### src/rtl/rf_wb_arbiter.sv
// Round-robin arbiter sharing the register-file write port between writeback requesters.
// Writes to x0 and squashed requests are acknowledged without consuming a write slot.
package core;
  localparam int XLEN = 32;
  localparam int RD_W = 5;

  typedef struct packed {
    logic            en;
    logic [RD_W-1:0] rd_num;
    logic [XLEN-1:0] rd_value;
  } rf_write_req_t;
endpackage

module rf_wb_arbiter #(
  parameter int NUM_REQ = 2,
  parameter int XLEN    = core::XLEN,
  parameter int RD_W    = core::RD_W,
  parameter int PTR_W   = $clog2(NUM_REQ)
) (
  input  logic                              clk,
  input  logic                              rst,
  input  logic                              en,
  input  logic [NUM_REQ-1:0]                req_valid,
  input  logic [NUM_REQ-1:0][RD_W-1:0]      req_rd_num,
  input  logic [NUM_REQ-1:0][XLEN-1:0]      req_rd_value,
  input  logic [NUM_REQ-1:0]                req_squash,
  output logic [NUM_REQ-1:0]                req_ready,
  output core::rf_write_req_t               rf_write_req,
  output logic [PTR_W-1:0]                  rr_ptr_o
);

  core::rf_write_req_t rf_write_req_q, rf_write_req_d;
  logic [PTR_W-1:0]    rr_ptr_q, rr_ptr_d;

  logic [NUM_REQ-1:0]  live_s;
  logic [NUM_REQ-1:0]  drop_s;
  logic                active_s;
  logic                grant_found_s;
  logic [PTR_W-1:0]    grant_idx_s;
  logic [PTR_W:0]      scan_sum_s;
  logic [PTR_W-1:0]    scan_idx_s;

  assign active_s = en && !rst;

  // Classify each valid request: squash wins over the x0 check.
  always_comb begin
    live_s = '0;
    drop_s = '0;
    for (int i = 0; i < NUM_REQ; i++) begin
      if (req_valid[i] && (req_squash[i] || (req_rd_num[i] == '0))) begin
        drop_s[i] = 1'b1;
      end else if (req_valid[i]) begin
        live_s[i] = 1'b1;
      end else begin
        live_s[i] = 1'b0;
      end
    end
  end

  // Pick the first live requester at or after the priority pointer, wrapping.
  always_comb begin
    grant_found_s = 1'b0;
    grant_idx_s   = '0;
    scan_sum_s    = '0;
    scan_idx_s    = '0;
    for (int k = 0; k < NUM_REQ; k++) begin
      scan_sum_s = {1'b0, rr_ptr_q} + (PTR_W+1)'(k);
      if (scan_sum_s >= (PTR_W+1)'(NUM_REQ)) begin
        scan_sum_s = scan_sum_s - (PTR_W+1)'(NUM_REQ);
      end else begin
        scan_sum_s = scan_sum_s;
      end
      scan_idx_s = scan_sum_s[PTR_W-1:0];
      if (!grant_found_s && live_s[scan_idx_s]) begin
        grant_found_s = 1'b1;
        grant_idx_s   = scan_idx_s;
      end else begin
        grant_found_s = grant_found_s;
      end
    end
  end

  // Ready: every drop completes at once, plus the single granted live request.
  always_comb begin
    req_ready = '0;
    if (active_s) begin
      req_ready = drop_s;
      if (grant_found_s) begin
        req_ready[grant_idx_s] = 1'b1;
      end else begin
        req_ready = drop_s;
      end
    end else begin
      req_ready = '0;
    end
  end

  // Next write request and pointer; payload holds when nothing is granted.
  always_comb begin
    rf_write_req_d    = rf_write_req_q;
    rf_write_req_d.en = 1'b0;
    rr_ptr_d          = rr_ptr_q;
    if (active_s && grant_found_s) begin
      rf_write_req_d.en       = 1'b1;
      rf_write_req_d.rd_num   = req_rd_num[grant_idx_s];
      rf_write_req_d.rd_value = req_rd_value[grant_idx_s];
      if (grant_idx_s == PTR_W'(NUM_REQ - 1)) begin
        rr_ptr_d = '0;
      end else begin
        rr_ptr_d = grant_idx_s + PTR_W'(1);
      end
    end else begin
      rr_ptr_d = rr_ptr_q;
    end
  end

  // State registers; reset discards any in-flight write immediately.
  always_ff @(posedge clk or posedge rst) begin
    if (rst) begin
      rf_write_req_q <= '0;
      rr_ptr_q       <= '0;
    end else begin
      rf_write_req_q <= rf_write_req_d;
      rr_ptr_q       <= rr_ptr_d;
    end
  end

  assign rf_write_req = rf_write_req_q;
  assign rr_ptr_o     = rr_ptr_q;

endmodule
### config.mk
export PLATFORM = sky130hd
export DESIGN_NAME = rf_wb_arbiter
export DESIGN_NICKNAME = d
export VERILOG_FILES = /design/src/rtl/rf_wb_arbiter.sv
export SDC_FILE = /design/constraint.sdc
export NUM_CORES = 1
export LEC_CHECK = 0
export BUFFER_PORTS_ARGS = -buffer_cell sky130_fd_sc_hd__buf_2
export CAP_MARGIN = 15
export CORE_ASPECT_RATIO = 0.9
export CORE_MARGIN = 2
export CORE_UTILIZATION = 41
export DETAILED_ROUTE_END_ITERATION = 10
export GPL_TIMING_DRIVEN = 0
export PLACE_DENSITY = 0.89
export SLEW_MARGIN = 25
export SYNTH_ARGS = -nofsm -noshare
export SYNTH_HDL_FRONTEND = slang
export SYNTH_SLANG_ARGS = --single-unit
### constraint.sdc
create_clock -name clk -period 1.5 [get_ports clk]
set_input_delay 0.075 -clock clk [delete_from_list [all_inputs] [get_ports clk]]
set_output_delay 0.075 -clock clk [all_outputs]
set_load 0.01 [all_outputs]
==> impl_metrics.py <==
metrics = {
    "outcome": {
        "status": "finished, violations left",
        "violations": "negative setup slack",
    },
    "critical_path": {
        "path_class": "in -> reg",
        "startpoint_type": "primary input",
        "crit_required_ns": 1.66,
        "cp.arrival_ns": 1.68,
        "endpoint_kind": "flip-flop",
        "cp_max_fo": 7,
    },
    "timing": {
        "rsz0062_at_grt": "yes",
        "drv_slew": 0,
        "maxSlewHeadroom_pct": 42.20,
        "skew_ns": 0.003690,
        "finalSetupViolCount": 5,
        "hold_viol": 0,
        "setup_tns_ns": -0.06029,
        "worst_slack_ns": -0.02646,
        "fin_crit_sh_pct": 101.8,
        "fin_crit_ns": 1.526,
        "tightest_slew_ns": 0.8641,
        "max_freq_ghz": 0.6551,
    },
    "synthesis": {
        "synth_cells": 178,
        "synth_area_mm2": 0.001886,
        "ys_warn_count": 0,
        "syn_area_per_cell_um2": 10.59,
        "synth_seq_cells": 39,
        "seq_area_frac_synth_pct": 51.76,
        "synth_fp_nets": 259,
        "synth.distinct_cells": 21,
    },
    "clock_tree": {
        "cts_max_path_buffers": 2,
        "clock_latency_ns": 0.28,
        "cts_root_buffer": "clkbuf_8",
        "cts_tree": "yes",
        "htreeDepth": 2,
        "path_clk_slew_ns": 0.07,
        "cts_buffers": 5,
        "numClockSinks": 39,
    },
    "pwr": {
        "pwr-share-clk_pct": 20.9,
        "pwr-share-seq_pct": 46.9,
        "power_w": 0.002982,
        "switching_power_w": 0.0009223,
        "p_int_w": 0.002059,
        "power.density_mw_per_mm2": 1042,
        "swShare_pct": 30.93,
        "leakagePower_nw": 1.536,
        "irDropWorstVdd_mv": 0.5557,
        "p_comb_share_pct": 32.2,
    },
    "global_routing": {
        "grtUsageMet1_pct": 22.50,
        "busiest_layer": "met2",
        "groute.usage.overall_pct": 20.18,
        "antenna_found_initial": 0,
        "grt_max_degree": 21,
        "grt_pass1_wl_um": 7755,
        "gr-usage-met2_pct": 38.15,
        "use_met3_pct": 5.007,
        "grt_pass1_vias": 1810,
        "grt_overflow_total": 0,
    },
    "finish": {
        "syn2layout_area_growth_pct": 51.83,
        "final_common_cell": "buf_2",
        "drive_gt1_share_pct": 49.05,
        "antenna_cells": 0,
        "most-common-layout-cells": "buf_2, dfrtp_1, nor2_1, a21oi_1, mux2i_1",
        "nFillCells": 403,
        "layout.nets": 398,
    },
    "floorplan": {
        "start_util_pct": 42.55,
        "coreArea_mm2": 0.004432,
        "rows": 23,
        "dieWidth_um": 75.49,
        "io_pins": 122,
        "die_h_um": 68.34,
        "dieArea_mm2": 0.005158,
    },
    "route": {
        "ant_nets": 0,
        "drc": 0,
        "vias": 1847,
        "via_per_inst": 4.886,
        "wl_per_cell_um": 14.01,
        "firstDrtPassIters": 4,
        "drtIter0Drc": 81,
        "wirelength_um": 5296,
    },
    "job": {
        "cap_viol_max_count": 0,
    },
    "placed_design": {
        "place_congestion": 0.6906,
        "hpwlAfterDp_um": 3770,
        "io_buffer_count": 121,
    },
    "worst_hold_path": {
        "min_path_type": "in -> reg",
    },
}
## Yosys cell counts
library cell / n / area [um^2]
buf_6: 1 / 11.26
o211ai_2: 2 / 25.02
buf_12: 2 / 40.04
dfrtp_1: 39 / 975.9
a21oi_1: 38 / 190.2
o21ai_0: 1 / 5.000
o21bai_2: 1 / 11.26
mux2i_1: 37 / 370.4
nand2_1: 1 / 3.750
clkbuf_1: 5 / 18.77
o2111a_1: 1 / 11.26
mux2_2: 1 / 11.26
inv_1: 3 / 11.26
buf_4: 1 / 7.510
nor3b_1: 1 / 7.510
o211ai_1: 1 / 7.510
or4_1: 1 / 7.510
or4_4: 1 / 11.26
nor2_1: 37 / 138.9
buf_2: 3 / 15.01
nor3_1: 1 / 5.000
## power groups by stage
stage | Combinational [W] | Sequential (W) | Clock, W
final | 0.000959 | 0.00140 | 0.000624
after floorplan | 0.000364 | 0.00153 | 0
after global routing | 0.00105 | 0.00143 | 0.000691
after detailed placement | 0.000907 | 0.00141 | 0
after global placement | 0.000871 | 0.00141 | 0
after CTS | 0.000948 | 0.00140 | 0.000649
## layer usage
layer	vias up	wire (um)
li1	897	-
met2	73	2831
met1	870	2102
met5	-	0
met3	7	320
met4	0	42
## final cells by class
cell class | count | area (um^2) | area share (%)
Sequential cell | 39 | 975.9 | 34.09
Multi-Input combinational cell | 124 | 849.6 | 29.68
Timing Repair Buffer | 131 | 747.0 | 26.09
Buffer | 12 | 117.6 | 4.108
Tap cell | 62 | 77.57 | 2.710
Clock buffer | 6 | 72.57 | 2.535
Inverter | 3 | 15.01 | 0.5245
Timing Repair inverter | 1 | 7.507 | 0.2622
## worst max-delay path, cell delays in order
cell and delay (ns):
buf_6 0.09, or4_4 0.55, o211ai_4 0.20, o21bai_4 0.17, buf_12 0.16, buf_12 0.13
mux2i_2 0.21, a21oi_1 0.09
## sequential cells by signal (all words and copies together) (netlist names)
name	flops
rf_write_req	38
rr_ptr_o	1
## worst paths after layout
check	startpoint	endpoint	slack, ns	depth (start not counted)
max in group asynchronous	rst	rf_write_req[12]	0.38	3
worst min-delay path	req_rd_value[46]	rf_write_req[14]	0.07	3
min in group asynchronous	rst	rf_write_req[16]	0.43	3
worst min register to register	rf_write_req[21]	rf_write_req[21]	0.53	2
worst max-delay path	req_rd_num[9]	rf_write_req[4]	-0.03	8
worst max register to register	rr_ptr_o	rf_write_req[4]	0.13	5
## what timing repair did
action                                 in CTS  in global routing
resized for setup                           9                  7
setup buffers                               5                  2
setup endpoints to repair                  41                 37
hold buffers                                2                  0
endpoints found under the hold margin      39                  0
pin swaps                                  19                  9
cloned                                      2                  1
## per-stage QoR
stage	util [%]	cell area (um^2)	hold slack (ns)	setup slack, ns	std cells
after floorplan	-	1918	0.05589	-0.09604	178
after global placement	58.70	2601	0.2813	-0.5439	361
after detailed placement	58.70	2601	0.2954	-0.6103	361
after CTS	63.10	2796	0.06213	-0.03506	375
after global routing	64.60	2863	0.06973	-0.06325	378
final	64.60	2863	0.06789	-0.02646	378
## kinds of logic after synthesis
kind of cell | after synthesis | synth area share (%)
compound gates | 44 | 13.27
mux | 38 | 20.24
simple gates | 42 | 9.223
buf+inv | 15 | 5.508
flops | 39 | 51.76
Power figures use the tool's default switching activity.
